--- config.mk ---
export PLATFORM = sky130hd
export DESIGN_NAME = shift_ex_stage_flat
export DESIGN_NICKNAME = d
export VERILOG_FILES = /design/src/rtl/shift_ex_stage_if.sv /design/src/rtl/shift_ex_stage.sv /design/src/flat_wrapper.sv
export SDC_FILE = /design/constraint.sdc
export NUM_CORES = 1
export LEC_CHECK = 0
export BUFFER_PORTS_ARGS = -buffer_cell sky130_fd_sc_hd__buf_2
export CORE_MARGIN = 1
export CORE_UTILIZATION = 60
export CTS_CLUSTER_DIAMETER = 50
export CTS_CLUSTER_SIZE = 28
export DETAILED_ROUTE_END_ITERATION = 6
export PLACE_DENSITY = 0.89
export SYNTH_ARGS = -nofsm -noshare
export SYNTH_HDL_FRONTEND = slang
export SYNTH_SLANG_ARGS = --single-unit
--- constraint.sdc ---
create_clock -name clk -period 7.79 [get_ports clk]
set_clock_uncertainty 0.2 [all_clocks]
set_input_delay 1.1685 -clock clk [delete_from_list [all_inputs] [get_ports clk]]
set_output_delay 1.1685 -clock clk [all_outputs]
set_load 0.02 [all_outputs]
--- src/rtl/shift_ex_stage_if.sv ---
// Handshake/bus bundle between ID, the hazard unit and the shift execute stage.
interface shift_ex_stage_if;
    localparam int unsigned DATA_W = 16;
    localparam int unsigned AMT_W  = 4;
    localparam int unsigned DST_W  = 4;
    localparam int unsigned OP_W   = 2;

    logic              in_valid;
    logic [OP_W-1:0]   in_op;
    logic [DATA_W-1:0] in_src;
    logic [AMT_W-1:0]  in_amt;
    logic [DST_W-1:0]  in_dst;
    logic              stall;
    logic              flush;
    logic              out_valid;
    logic [DATA_W-1:0] out_data;
    logic [DST_W-1:0]  out_dst;
    logic              flag_z;

    modport master (
        output in_valid, in_op, in_src, in_amt, in_dst, stall, flush,
        input  out_valid, out_data, out_dst, flag_z
    );

    modport slave (
        input  in_valid, in_op, in_src, in_amt, in_dst, stall, flush,
        output out_valid, out_data, out_dst, flag_z
    );
endinterface

--- src/rtl/shift_ex_stage.sv ---
// Two-stage execute shift unit: ID/EX operand register, combinational shifter,
// EX/MEM result register plus architectural Z flag. Honours stall and flush.
module shift_ex_stage (
    input logic             clk,
    input logic             rst,
    shift_ex_stage_if.slave bus
);
    localparam int unsigned DATA_W = 16;
    localparam int unsigned AMT_W  = 4;
    localparam int unsigned DST_W  = 4;
    localparam int unsigned OP_W   = 2;

    localparam logic [OP_W-1:0] OP_SLL = 2'b00;
    localparam logic [OP_W-1:0] OP_SRA = 2'b01;
    localparam logic [OP_W-1:0] OP_ROR = 2'b10;
    localparam logic [OP_W-1:0] OP_RSV = 2'b11;

    logic              v1;
    logic [OP_W-1:0]   op1;
    logic [DATA_W-1:0] src1;
    logic [AMT_W-1:0]  amt1;
    logic [DST_W-1:0]  dst1;
    logic [DATA_W-1:0] result_c;
    logic [4:0]        ror_back_c;

    // Shifter; a rotate by 0 shifts the wrapped half out entirely (<< 16).
    always_comb begin
        result_c   = src1;
        ror_back_c = 5'(DATA_W) - 5'(amt1);
        case (op1)
            OP_SLL:  result_c = src1 << amt1;
            OP_SRA:  result_c = $unsigned($signed(src1) >>> amt1);
            OP_ROR:  result_c = (src1 >> amt1) | (src1 << ror_back_c);
            OP_RSV:  result_c = src1;
            default: result_c = src1;
        endcase
    end

    // Stage 2 and flag_z advance whenever not stalled; flush only squashes stage 1.
    always_ff @(posedge clk) begin
        if (rst) begin
            v1            <= 1'b0;
            op1           <= '0;
            src1          <= '0;
            amt1          <= '0;
            dst1          <= '0;
            bus.out_valid <= 1'b0;
            bus.out_data  <= '0;
            bus.out_dst   <= '0;
            bus.flag_z    <= 1'b0;
        end else begin
            if (!bus.stall) begin
                bus.out_valid <= v1;
                bus.out_data  <= result_c;
                bus.out_dst   <= dst1;
                if (v1 && (op1 != OP_RSV)) begin
                    bus.flag_z <= (result_c == '0);
                end
            end
            if (bus.flush) begin
                v1 <= 1'b0;
            end else if (!bus.stall) begin
                v1   <= bus.in_valid;
                op1  <= bus.in_op;
                src1 <= bus.in_src;
                amt1 <= bus.in_amt;
                dst1 <= bus.in_dst;
            end
        end
    end
endmodule

--- src/flat_wrapper.sv ---
// flat-port wrapper written by rule: the top's interface ports become plain ports
module shift_ex_stage_flat 
  (clk, rst, bus_in_valid, bus_in_op, bus_in_src, bus_in_amt, bus_in_dst, bus_stall, bus_flush, bus_out_valid, bus_out_data, bus_out_dst, bus_flag_z);
  shift_ex_stage_if bus_i ();
  input logic clk;
  input logic rst;
  input wire logic [$bits(bus_i.in_valid)-1:0] bus_in_valid;
  input wire logic [$bits(bus_i.in_op)-1:0] bus_in_op;
  input wire logic [$bits(bus_i.in_src)-1:0] bus_in_src;
  input wire logic [$bits(bus_i.in_amt)-1:0] bus_in_amt;
  input wire logic [$bits(bus_i.in_dst)-1:0] bus_in_dst;
  input wire logic [$bits(bus_i.stall)-1:0] bus_stall;
  input wire logic [$bits(bus_i.flush)-1:0] bus_flush;
  output wire logic [$bits(bus_i.out_valid)-1:0] bus_out_valid;
  output wire logic [$bits(bus_i.out_data)-1:0] bus_out_data;
  output wire logic [$bits(bus_i.out_dst)-1:0] bus_out_dst;
  output wire logic [$bits(bus_i.flag_z)-1:0] bus_flag_z;
  assign bus_i.in_valid = bus_in_valid;
  assign bus_i.in_op = bus_in_op;
  assign bus_i.in_src = bus_in_src;
  assign bus_i.in_amt = bus_in_amt;
  assign bus_i.in_dst = bus_in_dst;
  assign bus_i.stall = bus_stall;
  assign bus_i.flush = bus_flush;
  assign bus_out_valid = bus_i.out_valid;
  assign bus_out_data = bus_i.out_data;
  assign bus_out_dst = bus_i.out_dst;
  assign bus_flag_z = bus_i.flag_z;
  shift_ex_stage u_core (.clk(clk), .rst(rst), .bus(bus_i));
endmodule
==> metrics.md <==
| Metric | Value |
|---|---|
| Maximum achievable frequency | `0.235 GHz` |
| Type of the worst setup path | `register to register` |
| Setup TNS | `0 ns` |
| Vias in the first global route | `4587` |
| Top-level I/O count | `53` |
| Total length of routed met2 wires | `7270 um` |
| Number of warnings reported in the yosys synthesis log | `0` |
| Fraction of final layout cells sized beyond drive strength 1 | `21.2%` |
| Number of buffers inserted by hold repair at cts | `0` |
| Cell type with the highest occurrence count on the critical path | `mux2i_1` |
| Number of maximum-capacitance violations | `0` |
| Required time at the endpoint of the critical path | `around 7.8 ns` |
| Max rail drop VDD | `0.106 mV` |
| Number of filler instances in the final layout | `656` |
| Largest net degree at the start of global routing | `56` |
| Top FF cell, synth | `dfxtp_1` |
| CTS sink cnt | `between 40 and 50` |
| Hold Path Class | `register to register` |
| Cell with the largest stage delay on the worst path | `ha_1` |
| P per Cell Area | `approximately 140 nW/um2` |
| Number of optimization iterations in the first detailed-route pass | `6` |
| Total Routed Length | `15900 um` |
| Leakage | `1.86 nW` |
| Run status | `finished clean` |
| Count of distinct cell types in the synthesized netlist | `75` |
| Commonest non-fill, non-tap cell in the layout | `nand2_1` |
| Worst setup EP type | `register` |
| Avg Cell Area, Syn | `8.10 um2` |
| Final-stage net count | `625` |
| Wire length of the first global-routing pass | `25500 um` |
| Met3 Routed Length | `~1600 um` |
| Maximum clock path buffer count | `2` |
| Clock tree root buffer cell | `clkbuf_8` |
| Critical path buffers and inverters | `2` |
| Longest individual stage delay on the worst path | `0.94 ns` |
| Routed len/inst | `22.8 um` |
| Residual overflow from global routing | `0` |
| H-Tree Level Count | `2` |
| Critical Path Fanout Max | `54` |
| Post-route antenna net violation count | `0` |
| Cell-by-cell trace of the critical path | `buf_4 -> inv_1 -> ha_1 -> mux2i_1 -> mux2i_1 -> o211ai_1 -> o21ai_0 -> a222oi_1 -> nor3b_2 -> nand4b_1 -> o31ai_2` |
| Netlist Area Pre-Place | `between 4000 and 5000 um2` |
| Number of storage elements in the synthesis netlist | `49` |
| Setup repair bufs after CTS | `0` |
| Routability congestion estimate from global placement | `between 1 and 1.5` |
| Min cycle time layout | `4.25 ns` |
| Final number of max-transition violations | `0` |
| Residual DRC count | `0` |
| Remaining max-slew budget at the tightest pin | `39.2%` |
| Core footprint | `7730 um2` |
| Register-to-Register Path Depth | `11` |
| Commonest non-fill, non-tap cells in the layout | `94 x nand2_1, 62 x nor2_1, 59 x a21oi_1` |
| Synth-to-Final Area Change | `4.91%` |
| Effective utilization at floorplan | `62.3%` |
| Critical path arrival | `4.29 ns` |
| Antenna cell count | `0` |
| Chip Height | `slightly above 90 um` |
| Uppermost signal routing layer after detailed routing | `met5` |
| Post-CTS sizing | `0` |
| Cell family contributing the most delay on the critical path | `adder cells` |
| Area of combinational cells with multiple inputs | `between 3000 and 4000 um2` |
| Placement row count | `32` |
| Terminating pin of the worst hold path | `u_core.dst1[3]$_SDFFE_PP0P_` |
| Capture point of the worst reg-to-reg path | `u_core.bus.flag_z$_SDFFE_PP0P_` |
| Clk slew on worst S/H paths | `0.10 ns` |
| Final number of setup-violating endpoints | `0` |
| Insertion delay of the later-clocked pin in the worst-skew pair | `between 0.3 and 0.4 ns` |
| Worst path depth | `11` |
| Synthesized instance count | `595` |
| Post-layout utilization of the core | `65.4%` |
| Footprint of the flip-flops and latches | `between 900 and 1000 um2` |
| Setup crit start kind | `register` |
| GR Util All Layers | `39.5%` |
| Register-to-register setup slack | `3.54 ns` |
| Slew of the pin with the lowest slew margin | `0.911 ns` |
| Final number of hold-violating endpoints | `0` |
| Fin crit share | `between 50% and 60%` |
| First-iteration detailed-routing DRC count | `673` |
| Total via count after detailed routing | `a little under 5000` |
| DIE AREA | `around 8400 um2` |
| Setup ws final | `about 3.5 ns` |
| Post-route met1 wirelength | `6130 um` |
| Per-cell via count in the routed design | `about 7` |
| Number of stages on the worst hold path | `2` |
| Worst hold margin | `0.265 ns` |
| Proportion of synthesized chip area in sequential cells | `20.4%` |
| Post-synth EDFFs | `0` |
| Share of flip-flops with an asynchronous set or reset after synthesis | `0%` |
| Post-placement worst setup slack | `around 3.6 ns` |
| Startpoint of the tightest hold check path | `u_core.dst1[3]$_SDFFE_PP0P_` |
| Initial antenna violation count | `1` |
| TritonCTS clock tree | `yes` |
| Total power after layout | `approximately 0.7 mW` |
| HPWL after detailed placement | `approximately 11000 um` |
| R2r startpoint | `u_core.amt1[1]$_SDFFE_PP0P_` |
| Post-Syn Nets | `~630` |
| Number of buffers created by CTS | `5` |
| IO Port Bufs | `52` |
| Floorplan die width | `91.6 um` |
| Setup repair after global routing missed its margin | `false` |
[routing by layer]
metal	track usage (%)	vias to the layer above
met1	52.5	2344
met2	61.5	353
met3	7.29	74
met4	19.4	2
met5	0	-
li1	-	2202
[state kept, by name, summed over array words and instances (netlist names)]
signal,cells
u_core.amt1,4
u_core.bus.out_valid,1
u_core.op1,2
u_core.src1,16
u_core.bus.out_data,16
u_core.v1,1
u_core.bus.out_dst,4
u_core.bus.flag_z,1
u_core.dst1,4
[metrics by stage]
stage                     std cells  cell area, um2
after floorplan                 595            4820
after global placement          688            4940
after detailed placement        688            4940
after CTS                       696            5050
after global routing            696            5050
final                           696            5050
[Yosys cell counts (all sizes together) (5+ instances only)]
cell type	instances	area share [%]
a211oi	5	0.78
o31ai	5	0.88
mux4	38	18
nand2	94	7.3
clkbuf	40	3.1
dfxtp	49	20
a221oi	6	1.1
mux2	9	2.2
buf	28	3.5
nand2b	7	0.91
mux2i	43	8.9
and3	5	0.65
nor2b	6	0.78
and2	5	0.65
a22oi	5	0.78
nand3	9	0.93
a21oi	60	6.3
inv	6	0.47
nor3	14	1.5
o21ai	20	2.1
o211ai	6	0.93
nor2	62	4.8
[how the worst max path moves through the flow]
stage	startpoint	endpoint	slack, ns
after floorplan	u_core.amt1[0]$_SDFFE_PP0P_	u_core.bus.flag_z$_SDFFE_PP0P_	4.51
after global placement	u_core.amt1[0]$_SDFFE_PP0P_	u_core.bus.flag_z$_SDFFE_PP0P_	3.78
after detailed placement	u_core.amt1[1]$_SDFFE_PP0P_	u_core.bus.flag_z$_SDFFE_PP0P_	3.65
after CTS	u_core.amt1[1]$_SDFFE_PP0P_	u_core.bus.flag_z$_SDFFE_PP0P_	3.60
after global routing	u_core.amt1[1]$_SDFFE_PP0P_	u_core.bus.flag_z$_SDFFE_PP0P_	3.11
final	u_core.amt1[1]$_SDFFE_PP0P_	u_core.bus.flag_z$_SDFFE_PP0P_	3.54
[worst min-delay path, delay by kind of cell (launching register included)]
family / cells / cell delay [ns]
AO/OA/AOI/OAI: 1 / 0.05
flip-flops: 1 / 0.32
AND/OR/NAND/NOR: 1 / 0.05
[kinds of logic after synthesis]
| logic type | share of synthesized area, % |
|---|---|
| compound gates | 21.8 |
| flops | 20.4 |
| xor+xnor | 0.909 |
| mux | 29.1 |
| buf+inv | 7.25 |
| simple gates | 20.3 |
| fa+ha+maj | 0.260 |
[power breakdown]
| part | internal [mW] | total [mW] | switching, mW |
|---|---|---|---|
| logic | 0.0885 | 0.221 | 0.133 |
| clock network | 0.0965 | 0.195 | 0.0985 |
| registers | 0.262 | 0.287 | 0.0248 |
| total | 0.447 | 0.703 | 0.256 |
[layout make-up]
cell class	instances	share of cell area (%)
Tap cell	102	2.53
Inverter	8	0.594
Multi-Input combinational cell	470	69.0
Timing Repair Buffer	59	6.19
Clock buffer	5	1.36
Clock inverter	3	0.867
Sequential cell	49	19.5
Power figures use the tool's default switching activity.
